[config.mk]
export PLATFORM = sky130hd
export DESIGN_NAME = cic3_decimator_flat
export DESIGN_NICKNAME = d
export VERILOG_FILES = /design/src/rtl/cic3_decimator_if.sv /design/src/rtl/cic3_decimator.sv /design/src/flat_wrapper.sv
export SDC_FILE = /design/constraint.sdc
export NUM_CORES = 1
export LEC_CHECK = 0
export ABC_AREA = 1
export BUFFER_PORTS_ARGS = -buffer_cell sky130_fd_sc_hd__buf_2
export CAP_MARGIN = 10
export CORE_MARGIN = 4
export CORE_UTILIZATION = 60
export DETAILED_ROUTE_END_ITERATION = 6
export PLACE_DENSITY = 0.77
export SLEW_MARGIN = 40
export SYNTH_ARGS = -nofsm -noshare
export SYNTH_HDL_FRONTEND = slang
export SYNTH_SLANG_ARGS = --single-unit
export TNS_END_PERCENT = 1
[constraint.sdc]
create_clock -name aclk -period 6.17 [get_ports aclk]
set_clock_uncertainty 0.05 [all_clocks]
set_input_delay 0.617 -clock aclk [delete_from_list [all_inputs] [get_ports aclk]]
set_output_delay 0.617 -clock aclk [all_outputs]
set_load 0.005 [all_outputs]
[src/rtl/cic3_decimator_if.sv]
// -----------------------------------------------------------------------------
// cic3_decimator_if
// Stream bundle for the sinc^3 bitstream decimator.
//   s_axis_data_*  : 1-bit delta-sigma bitstream in (tdata, tvalid, tready)
//   m_axis_data_*  : WIDTH-bit signed PCM out (tdata, tvalid, tready, tsat)
// Modports:
//   slave  : the decimator side (consumes the bitstream, produces samples)
//   master : the environment side (feeds the bitstream, takes samples)
// -----------------------------------------------------------------------------
interface cic3_decimator_if #(
  parameter int WIDTH = 16
);
  logic             s_axis_data_tdata;
  logic             s_axis_data_tvalid;
  logic             s_axis_data_tready;
  logic [WIDTH-1:0] m_axis_data_tdata;
  logic             m_axis_data_tvalid;
  logic             m_axis_data_tready;
  logic             m_axis_data_tsat;

  modport slave (
    input  s_axis_data_tdata,
    input  s_axis_data_tvalid,
    output s_axis_data_tready,
    output m_axis_data_tdata,
    output m_axis_data_tvalid,
    input  m_axis_data_tready,
    output m_axis_data_tsat
  );

  modport master (
    output s_axis_data_tdata,
    output s_axis_data_tvalid,
    input  s_axis_data_tready,
    input  m_axis_data_tdata,
    input  m_axis_data_tvalid,
    output m_axis_data_tready,
    input  m_axis_data_tsat
  );
endinterface

[src/rtl/cic3_decimator.sv]
// -----------------------------------------------------------------------------
// cic3_decimator
// Third-order CIC (sinc^3) decimator turning a 1-bit delta-sigma bitstream
// into signed WIDTH-bit PCM samples, one sample per DECIM accepted bits.
// Ports:
//   aclk  : clock, all logic on the rising edge
//   arst  : asynchronous, active-high reset
//   axis  : stream bundle (slave modport)
//             s_axis_data_tdata  1 -> +1, 0 -> -1
//             m_axis_data_tdata  saturated signed sample, tsat flags clipping
// The first three decimation events after reset only fill the comb delay
// line; samples are emitted from the fourth event on.
// -----------------------------------------------------------------------------
module cic3_decimator #(
  parameter int WIDTH = 16,
  parameter int DECIM = 64
) (
  input logic           aclk,
  input logic           arst,
  cic3_decimator_if.slave axis
);
  localparam int LR    = $clog2(DECIM);
  localparam int ACC_W = 3 * LR + 2;
  // Full-scale comb output is +/-2^(3*LR); keep the top WIDTH bits of that range.
  localparam int SHIFT = 3 * LR + 1 - WIDTH;

  localparam logic [LR-1:0] PHASE_LAST = LR'(DECIM - 1);
  localparam logic signed [ACC_W-1:0] Y_MAX =
    {{(ACC_W - WIDTH + 1){1'b0}}, {(WIDTH - 1){1'b1}}};
  localparam logic signed [ACC_W-1:0] Y_MIN =
    {{(ACC_W - WIDTH + 1){1'b1}}, {(WIDTH - 1){1'b0}}};

  typedef enum logic {
    PRIME,
    RUN
  } state_t;

  state_t                   state;
  logic [1:0]               prime_cnt;
  logic [LR-1:0]            phase;
  logic signed [ACC_W-1:0]  i1, i2, i3;
  logic signed [ACC_W-1:0]  d1, d2, d3;
  logic signed [ACC_W-1:0]  c1, c2, c3, y, x;
  logic [WIDTH-1:0]         sat_data;
  logic                     sat_flag;
  logic [WIDTH-1:0]         m_data;
  logic                     m_valid;
  logic                     m_sat;
  logic                     s_ready;
  logic                     beat;
  logic                     dec_ev;

  // Only the beat that would complete a block while an unconsumed sample is
  // still held gets stalled; this depends on state and m_tready, not s_tvalid.
  assign s_ready = !(state == RUN && phase == PHASE_LAST &&
                     m_valid && !axis.m_axis_data_tready);
  assign beat    = axis.s_axis_data_tvalid && s_ready;
  assign dec_ev  = beat && (phase == PHASE_LAST);

  // Bipolar input sample; '1 is -1 in two's complement.
  assign x = axis.s_axis_data_tdata ? ACC_W'(1) : '1;

  // Comb section evaluated off the pre-edge integrator output.
  assign c1 = i3 - d1;
  assign c2 = c1 - d2;
  assign c3 = c2 - d3;
  assign y  = c3 >>> SHIFT;

  always_comb begin
    // NOTE: every output gets a default first so no path leaves it unassigned
    // (which would infer a latch).
    sat_data = y[WIDTH-1:0];
    sat_flag = 1'b0;
    if (y > Y_MAX) begin
      sat_data = Y_MAX[WIDTH-1:0];
      sat_flag = 1'b1;
    end else if (y < Y_MIN) begin
      sat_data = Y_MIN[WIDTH-1:0];
      sat_flag = 1'b1;
    end
  end

  // NOTE: sequential state uses non-blocking assignments so every right-hand
  // side reads the pre-edge value (i2 <= i2 + i1 sees the old i1).
  always_ff @(posedge aclk or posedge arst) begin
    if (arst) begin
      state     <= PRIME;
      prime_cnt <= '0;
      phase     <= '0;
      i1        <= '0;
      i2        <= '0;
      i3        <= '0;
      d1        <= '0;
      d2        <= '0;
      d3        <= '0;
      m_data    <= '0;
      m_valid   <= 1'b0;
      m_sat     <= 1'b0;
    end else begin
      if (beat) begin
        i1    <= i1 + x;
        i2    <= i2 + i1;
        i3    <= i3 + i2;
        phase <= (phase == PHASE_LAST) ? '0 : phase + LR'(1);
      end

      if (m_valid && axis.m_axis_data_tready)
        m_valid <= 1'b0;

      if (dec_ev) begin
        d1 <= i3;
        d2 <= c1;
        d3 <= c2;
        case (state)
          PRIME: begin
            if (prime_cnt == 2'd2) begin
              state     <= RUN;
              prime_cnt <= '0;
            end else begin
              prime_cnt <= prime_cnt + 2'd1;
            end
          end
          RUN: begin
            // A fresh sample overrides the consume-clear above.
            m_data  <= sat_data;
            m_sat   <= sat_flag;
            m_valid <= 1'b1;
          end
          default: state <= PRIME;
        endcase
      end
    end
  end

  assign axis.s_axis_data_tready = s_ready;
  assign axis.m_axis_data_tdata  = m_data;
  assign axis.m_axis_data_tvalid = m_valid;
  assign axis.m_axis_data_tsat   = m_sat;
endmodule

[src/flat_wrapper.sv]
// flat-port wrapper written by rule: the top's interface ports become plain ports
module cic3_decimator_flat 
#(
  parameter int WIDTH = 16,
  parameter int DECIM = 64
)
  (aclk, arst, axis_s_axis_data_tdata, axis_s_axis_data_tvalid, axis_s_axis_data_tready, axis_m_axis_data_tdata, axis_m_axis_data_tvalid, axis_m_axis_data_tready, axis_m_axis_data_tsat);
  cic3_decimator_if #(.WIDTH(WIDTH)) axis_i ();
  input logic aclk;
  input logic arst;
  input wire logic [$bits(axis_i.s_axis_data_tdata)-1:0] axis_s_axis_data_tdata;
  input wire logic [$bits(axis_i.s_axis_data_tvalid)-1:0] axis_s_axis_data_tvalid;
  output wire logic [$bits(axis_i.s_axis_data_tready)-1:0] axis_s_axis_data_tready;
  output wire logic [$bits(axis_i.m_axis_data_tdata)-1:0] axis_m_axis_data_tdata;
  output wire logic [$bits(axis_i.m_axis_data_tvalid)-1:0] axis_m_axis_data_tvalid;
  input wire logic [$bits(axis_i.m_axis_data_tready)-1:0] axis_m_axis_data_tready;
  output wire logic [$bits(axis_i.m_axis_data_tsat)-1:0] axis_m_axis_data_tsat;
  assign axis_i.s_axis_data_tdata = axis_s_axis_data_tdata;
  assign axis_i.s_axis_data_tvalid = axis_s_axis_data_tvalid;
  assign axis_s_axis_data_tready = axis_i.s_axis_data_tready;
  assign axis_m_axis_data_tdata = axis_i.m_axis_data_tdata;
  assign axis_m_axis_data_tvalid = axis_i.m_axis_data_tvalid;
  assign axis_i.m_axis_data_tready = axis_m_axis_data_tready;
  assign axis_m_axis_data_tsat = axis_i.m_axis_data_tsat;
  cic3_decimator #(.WIDTH(WIDTH), .DECIM(DECIM)) u_core (.aclk(aclk), .arst(arst), .axis(axis_i));
endmodule
==> results of run 1 <==
-- routing by layer --
layer	GRT usage, %	routed length [um]
met5	0	0
met4	10.6	910
met3	3.19	488
met2	46.9	12600
met1	26.5	10000
-- flip-flops by register name (all words and copies together) (netlist names) --
| register | count |
|---|---|
| u_core.axis.m_axis_data_tdata | 16 |
| u_core.axis.m_axis_data_tsat | 1 |
| u_core.axis.m_axis_data_tvalid | 1 |
| u_core.d1 | 20 |
| u_core.d2 | 20 |
| u_core.d3 | 20 |
| u_core.i1 | 20 |
| u_core.i2 | 20 |
| u_core.i3 | 20 |
| u_core.phase | 6 |
| u_core.prime_cnt | 2 |
| u_core.state | 1 |
-- worst paths after layout --
check                                             startpoint                                end  cells after the start
max in group asynchronous                               arst                       u_core.d3[2]                      3
min                                                     arst                       u_core.i2[2]                      2
max reg2reg                                     u_core.i3[2]  u_core.axis.m_axis_data_tdata[14]                     24
max                                             u_core.i3[2]  u_core.axis.m_axis_data_tdata[14]                     24
min in group aclk                    axis_m_axis_data_tready     u_core.axis.m_axis_data_tvalid                      2
min reg2reg                u_core.axis.m_axis_data_tdata[15]  u_core.axis.m_axis_data_tdata[15]                      2
-- cell families (layout without fill, tap and decap cells) --
kind of cell | Yosys count | in the layout
AND/OR/NAND/NOR | 552 | 552
AO/OA/AOI/OAI | 358 | 358
buffers and inverters | 203 | 234
flip-flops | 147 | 147
adder cells (fa/ha/maj) | 118 | 118
XOR/XNOR | 80 | 80
-- cells in the final DEF, fill, tap and decap left out, types with 9 or more instances in the layout --
cell type    n
a21oi_1    133
clkbuf_16   17
nand3_1     55
nand2_1    342
a21oi_2      9
a31oi_1     20
xor2_1      46
o21ai_0    150
a21o_1       9
buf_2       23
nor3_1      14
or2_2       25
xnor2_1     34
dfrtp_1    147
ha_1       113
inv_1      170
nor2_1      73
nand4_1     14
-- through the flow --
stage                     worst slack [ns]  util [%]  area [um^2]  cells  hold slack (ns)
after global placement                1.08      63.1        11400   1687            0.415
after global routing                 0.391      66.6        12000   1718            0.310
final                                0.851      66.6        12000   1718            0.238
after floorplan                       1.46         -        11000   1458            0.403
after detailed placement             0.932      63.1        11400   1687            0.417
after CTS                            0.889      66.6        12000   1718            0.277
-- worst register-to-register path, stage by stage (launching register included) --
cell and delay (ns):
dfrtp_1 0.41, ha_1 0.38, nand2_1 0.09, o21ai_2 0.24
a21oi_1 0.14, o21ai_0 0.30, xor2_1 0.28, ha_1 0.33
a21oi_1 0.23, o21ai_2 0.12, a21boi_0 0.28, o21ai_0 0.19
nand2_1 0.10, nand2_1 0.06, xor2_1 0.22, ha_1 0.34
a21oi_1 0.16, o21ai_0 0.16, a221oi_1 0.32, nand3_1 0.16
inv_1 0.10, nand3_2 0.12, nand3_2 0.13, nand2_4 0.17
a21oi_1 0.19
-- final cells by class --
class / instances / area, um^2 / share of cell area (%)
clock buffers: 20 / 467 / 3.89
repair buffers: 29 / 160 / 1.33
multi-input cells: 1108 / 6580 / 54.8
clock inverters: 11 / 175 / 1.46
flip-flops and latches: 147 / 3680 / 30.6
well taps: 229 / 287 / 2.39
inverters: 174 / 661 / 5.50
==> impl_metrics.ini, run 1 <==
[logic_synthesis]
yosysTopAreaCell = dfrtp_1
ys.warnings.count = 0
synthCells = 1458
synth-seq-cells = 147
yosysTopAreaCellShare_pct = 33.3
synth_xor_area_share_pct = 6.34
yosys-top-cells-area = dfrtp_1 33%, ha_1 13%, nand2_1 12%
synth_edf_count = 0
syn_area_um2 = 11000
synth_fp_nets = 1581
syn-mean-instance-area_um2 = 7.58
ys.flop_type = dfrtp_1
synthArstFlopShare_pct = 100
ys_types = 47
synth_sequential_area_ratio_pct = 33.3
synth_compound_area_share_pct = 18.0
yosysMostFrequentCell = nand2_1
synth_commonest_cells = 343 x nand2_1, 172 x inv_1, 150 x o21ai_0, 147 x dfrtp_1, 133 x a21oi_1
synth_top_family_by_area = simple AND/OR/NAND/NOR gates
synthSimpleGateAreaFrac_pct = 21.5
synthMuxAreaShare_pct = 0
synthAdderAreaFrac_pct = 13.7

[die]
initial_core_util_pct = 61.3
design.core.area_um2 = 18000
fp-row-count = 49
dieArea_um2 = 20600
dieWidth_um = 144
die-height_um = 144
ioPinCount = 24

[setup_path]
critPathKind = flip-flop to flip-flop
path_max_fanout = 16
critPathLaunchType = flip-flop
end_kind = flip-flop
cpPeakStageDelay_ns = 0.41
crit_family = compound AO/OA/AOI/OAI gates
cp_data_required_time_ns = 6.47
critical_path_buf_inv_count = 1
ff2ff_setup_slack_ns = 0.85
worst_path_most_repeated_cell = a21oi_1
crit_arrival_ns = 5.62
critical_path.cell_chain = ha_1 > nand2_1 > o21ai_2 > a21oi_1 > o21ai_0 > xor2_1 > ha_1 > a21oi_1 > o21ai_2 > a21boi_0 > o21ai_0 > nand2_1 > nand2_1 > xor2_1 > ha_1 > a21oi_1 > o21ai_0 > a221oi_1 > nand3_1 > inv_1 > nand3_2 > nand3_2 > nand2_4 > a21oi_1
cpMaxStageDelayCell = dfrtp_1

[cts]
clock-sinks = 147
clockRootBuffer = clkbuf_16
clk_path_buf_depth = 2
cts_tree = yes
cts_resized = 0
insertion_delay_ns = 0.43
holdBufCountCts = 0
post_cts_buffers = 0
cts_max_level = 4
numCtsBuffers = 17
clk_pin_slew_worst_paths_ns = 0.06

[timing]
finalMaxSlewViolations = 0
rsz0062_at_grt = no
setup_viol = 0
finalSetupTns_ns = 0
worst_pin_slew_ns = 0.722
hold_viol = 0
fin_crit_ns = 5.32
fmaxAchievable_mhz = 188
slew_headroom_pct = 51.8
fin_crit_sh_pct = 86.2

[route]
drt-wirelength-per-cell_um = 14.0
totalWireLength_um = 24000
drtPass1Iterations = 7
drc = 1
vias = 9528
drt-initial-drc-count = 498
via_per_inst = 5.55
drtAntennaViolNets = 0

[global_route]
grt_pass1_wl_um = 40900
antenna_found_initial = 0
first_global_vias = 9327
grt_max_degree = 100
grtUsageTotal_pct = 24.3
grt_overflow = 0

[cells_and_area]
nFillCells = 1566
drive_gt1_share_pct = 8.46
diodes = 0
area_delta_synth_final_pct = 8.71
nNetsFinal = 1600

[placed_design]
port_buffers = 23
gp_congestion = 0.891
hpwlAfterDp_um = 18100

[status]
violations = design-rule violations
outcome = finished, violations left

[flow_run]
drv_cap = 0

[min_path]
hp-class = input pin to async pin
Power of run 1 is left out: the tool's default activity adds up to more than one toggle a clock period on the data nets, which glitch-free logic cannot reach.
==> inputs of run 2 (changes only) <==
--- a/config.mk
+++ b/config.mk
@@ -6,7 +6,7 @@
 export NUM_CORES = 1
 export LEC_CHECK = 0
 export ABC_AREA = 1
-export BUFFER_PORTS_ARGS = -buffer_cell sky130_fd_sc_hd__buf_2
+export BUFFER_PORTS_ARGS = -buffer_cell sky130_fd_sc_hd__clkbuf_2
 export CAP_MARGIN = 10
 export CORE_MARGIN = 4
 export CORE_UTILIZATION = 60
==> constraint.sdc (replaced) <==
create_clock -name aclk -period 6.17 [get_ports aclk]
set_clock_uncertainty 0.05 [all_clocks]
set_input_delay 0.617 -clock aclk [delete_from_list [all_inputs] [get_ports aclk]]
set_output_delay 0.617 -clock aclk [all_outputs]
set_load 0.1 [all_outputs]
==> run 2 against run 1 <==
- the flow now finishes without violations
- via count down 0.22%
- global-route usage decreased by 0.35 points
- flip-flop and latch count stayed put
- clock-buffer cell count shrank 2
- utilization shrank 0.32 points
- first-iteration DRC count is 5.0% higher
- register-to-register slack barely moved
- critical path depth is the same
- critical path type unchanged
- critical endpoint is now u_core.axis.m_axis_data_tdata[13]
==> impl_metrics.ini, run 2 (same netlist as run 1, synthesis figures left out) <==
[status]
outcome = complete, no violations

[cells_and_area]
nNetsFinal = 1599
nFillCells = 1557
area_delta_synth_final_pct = 8.19
drive_gt1_share_pct = 8.46
diodes = 0
final_cell_mix = 342 x nand2_1, 170 x inv_1, 150 x o21ai_0
final_core_util_pct = 66.3
final_common_cell = nand2_1

[cts]
cts_resized = 0
clk_path_buf_depth = 2
clock-sinks = 147
post_cts_buffers = 0
clockRootBuffer = clkbuf_16
clk_pin_slew_worst_paths_ns = 0.07
cts_tree = yes
insertion_delay_ns = 0.43
cts_max_level = 4
numCtsBuffers = 17
holdBufCountCts = 0

[setup_path]
crit_arrival_ns = 5.58
critical_path.cell_chain = inv_1 > ha_1 > fa_1 > inv_1 > a21oi_1 > o21ai_0 > xor2_1 > ha_1 > a21o_1 > a31oi_1 > nand2_1 > a21oi_1 > o21bai_1 > a31oi_1 > xor2_1 > ha_1 > nand2_1 > nor2_1 > a211oi_1 > o211ai_2 > xor2_1 > nand2_1 > nand2_4 > a21oi_1
crit_family = compound AO/OA/AOI/OAI gates
path_max_fanout = 16
cpMaxStageDelayCell = fa_1
critPathLaunchType = flip-flop
critical_path_buf_inv_count = 2
cpPeakStageDelay_ns = 0.47
critPathKind = flip-flop to flip-flop
end_kind = flip-flop
cp_data_required_time_ns = 6.43

[die]
ioPinCount = 24
design.core.area_um2 = 18000
dieArea_um2 = 20600
initial_core_util_pct = 61.3
dieWidth_um = 144
die-height_um = 144
fp-row-count = 49

[timing]
slew_headroom_pct = 50.7
rsz0062_at_grt = no
fin_crit_sh_pct = 86.2
finalSetupTns_ns = 0
fin_crit_ns = 5.32
hold_viol = 0
fmaxAchievable_mhz = 188
finalMaxSlewViolations = 0
setup_viol = 0
worst_pin_slew_ns = 0.738

[global_route]
grtUsageTotal_pct = 24.0
grt_overflow = 0
grt_max_degree = 98
antenna_found_initial = 0
first_global_vias = 9358
grt_pass1_wl_um = 40800

[route]
via_per_inst = 5.53
drtAntennaViolNets = 0
drt-initial-drc-count = 523
drtPass1Iterations = 6
drt-wirelength-per-cell_um = 13.6
totalWireLength_um = 23300
drc = 0
vias = 9507

[min_path]
hp-class = input pin to async pin

[placed_design]
hpwlAfterDp_um = 17700
port_buffers = 23
gp_congestion = 0.881

[flow_run]
drv_cap = 0
-- run 2: cell types whose count changed in the layout (fill, tap and decap cells not counted), sizes merged --
cell | before | now
clkbuf | 20 | 41
inv | 175 | 178
clkinvlp | 2 | 3
buf | 29 | 5
bufinv | 4 | 2
clkinv | 4 | 5
-- run 2: worst paths after layout --
path                                                     end  slack [ns]                    start  cells after the start
max                        u_core.axis.m_axis_data_tdata[13]        0.85             u_core.i3[0]                     24
min                                             u_core.i1[0]        0.23                     arst                      2
max reg2reg                u_core.axis.m_axis_data_tdata[13]        0.85             u_core.i3[0]                     24
min reg2reg                                    u_core.d1[14]        0.43            u_core.d1[14]                      2
max in group asynchronous   u_core.axis.m_axis_data_tdata[5]        4.74                     arst                      3
min in group aclk             u_core.axis.m_axis_data_tvalid        0.33  axis_m_axis_data_tready                      2
-- run 2: area by class of cell --
class,count,area [um^2],area share [%]
clock buffer,18,439,3.67
sequential,147,3680,30.8
inverter,174,663,5.55
timing repair buffer,28,153,1.28
tap,229,287,2.40
clock inverter,14,150,1.26
multi-input combinational,1108,6580,55.1
-- run 2: routing by layer --
metal	vias to the layer above	GRT usage (%)	share of wire (%)
li1	4922	-	-
met1	4377	26.9	42
met2	149	44.7	51
met3	59	3.23	2.4
met4	0	11.3	4.0
met5	-	0	0
-- run 2: stage by stage --
stage	std cells	hold slack (ns)	worst slack, ns	cell area [um^2]
6_report	1718	0.226	0.854	12000
5_1_grt	1718	0.292	0.330	12000
4_1_cts	1718	0.275	0.854	12000
3_5_place_dp	1686	0.424	0.884	11400
3_3_place_gp	1686	0.415	1.08	11400
2_1_floorplan	1458	0.403	1.46	11000
Power of run 2 is left out for the same reason.
==> inputs of run 3 (changes only) <==
--- a/config.mk
+++ b/config.mk
@@ -12,6 +12,7 @@
 export CORE_UTILIZATION = 60
 export DETAILED_ROUTE_END_ITERATION = 6
 export PLACE_DENSITY = 0.77
+export RECOVER_POWER = 100
 export SLEW_MARGIN = 40
 export SYNTH_ARGS = -nofsm -noshare
 export SYNTH_HDL_FRONTEND = slang
==> run 3 against run 2 <==
- the run now ends with max-capacitance violations, max-slew violations left
- critical path depth is the same
- global-route usage unchanged
- utilization fell by 0.49 points
- worst setup slack worse by 0.057 ns
- clock-buffer cell count unchanged
- final cell count did not move
==> impl_metrics.ini, run 3 (same netlist as run 1, synthesis figures left out) <==
[timing]
rsz0062_at_grt = no
fin_crit_ns = 5.37
fin_crit_sh_pct = 87.1
setup_viol = 0
worst_pin_slew_ns = 4.23
finalSetupTns_ns = 0
hold_viol = 0
fmaxAchievable_mhz = 186
slew_headroom_pct = -184
finalMaxSlewViolations = 226

[placed_design]
hpwlAfterDp_um = 17700
placedCellCount = 1686
gp_congestion = 0.881
port_buffers = 23

[setup_path]
crit_arrival_ns = 5.67
critPathLaunchType = flip-flop
cp.depth = 24
critical_path_buf_inv_count = 1
end_kind = flip-flop
worstRegToRegCells = 24
crit_family = compound AO/OA/AOI/OAI gates
path_max_fanout = 16
cp_data_required_time_ns = 6.47
cpMaxStageDelayCell = dfrtp_1
critPathKind = flip-flop to flip-flop
cpPeakStageDelay_ns = 0.41
critical_path.cell_chain = ha_1 > nand2_1 > o21ai_2 > a21oi_1 > o21ai_0 > xor2_1 > ha_1 > nand2_1 > o21ai_0 > a21boi_0 > o21ai_0 > nand2_1 > nand2_1 > xor2_1 > ha_1 > a21oi_1 > o21ai_0 > a221oi_1 > nand3_1 > inv_1 > nand3_2 > nand3_2 > nand2_4 > a21oi_1

[cts]
clk_pin_slew_worst_paths_ns = 0.06
numCtsBuffers = 17
clk_path_buf_depth = 2
clock-sinks = 147
cts_tree = yes
insertion_delay_ns = 0.43
clockRootBuffer = clkbuf_16
cts_resized = 0
holdBufCountCts = 0
post_cts_buffers = 0
cts_max_level = 4

[cells_and_area]
drive_gt1_share_pct = 6.11
register_area_um2 = 3680
area_delta_synth_final_pct = 7.40
final_cells = 1718
final_common_cell = nand2_1
diodes = 0
nFillCells = 1579
nNetsFinal = 1599
multiInputGateArea_um2 = 6540
final_cell_mix = 343 x nand2_1, 170 x inv_1, 151 x o21ai_0

[global_route]
grt_overflow = 0
first_global_vias = 9358
grt_max_degree = 98
grtUsageTotal_pct = 24.0
antenna_found_initial = 0
grt_pass1_wl_um = 40800

[status]
violations = max-capacitance violations, max-slew violations
outcome = finished, violations left

[die]
ioPinCount = 24
dieWidth_um = 144
dieArea_um2 = 20600
initial_core_util_pct = 61.3
design.core.area_um2 = 18000
fp-row-count = 49
die-height_um = 144

[route]
drc = 0
totalWireLength_um = 23400
drtPass1Iterations = 5
drtAntennaViolNets = 0
drt-wirelength-per-cell_um = 13.6
drt-initial-drc-count = 514
via_per_inst = 5.53
vias = 9500

[flow_run]
drv_cap = 3

[min_path]
min_delay_path_depth = 2
hp-class = input pin to flip-flop
==> run 3: per-layer routing <==
layer	GRT usage (%)	wire length, um	vias up
met1	26.9	9970	4367
met5	0	0	-
met2	44.7	12000	154
met3	3.23	517	63
met4	11.3	941	0
li1	-	-	4916
==> run 3: path summary, 6_finish.rpt <==
kind,startpoint,to,slack [ns]
min in group asynchronous,arst,u_core.i1[0],1.37
max,u_core.i3[2],u_core.axis.m_axis_data_tdata[5],0.80
min,axis_m_axis_data_tready,u_core.axis.m_axis_data_tvalid,0.34
max reg2reg,u_core.i3[2],u_core.axis.m_axis_data_tdata[5],0.80
max in group asynchronous,arst,u_core.axis.m_axis_data_tdata[5],2.13
min reg2reg,u_core.d1[14],u_core.d1[14],0.43
==> run 3: cell type report <==
type / count / area share [%]
clock inverters: 14 / 1.27
well taps: 229 / 2.42
clock buffers: 18 / 3.70
multi-input cells: 1108 / 55.1
inverters: 174 / 5.54
repair buffers: 28 / 0.939
flip-flops and latches: 147 / 31.0
==> run 3: metrics by stage <==
step / worst slack [ns] / cell area [um^2] / utilization (%) / hold WS, ns
finish: 0.797 / 11900 / 65.8 / 0.337
global route: 0.173 / 11900 / 65.8 / 0.335
CTS: 0.854 / 12000 / 66.3 / 0.275
detailed placement: 0.884 / 11400 / 63.0 / 0.424
global placement: 1.08 / 11400 / 63.0 / 0.415
floorplan: 1.46 / 11000 / - / 0.403
Power of run 3 is left out for the same reason.
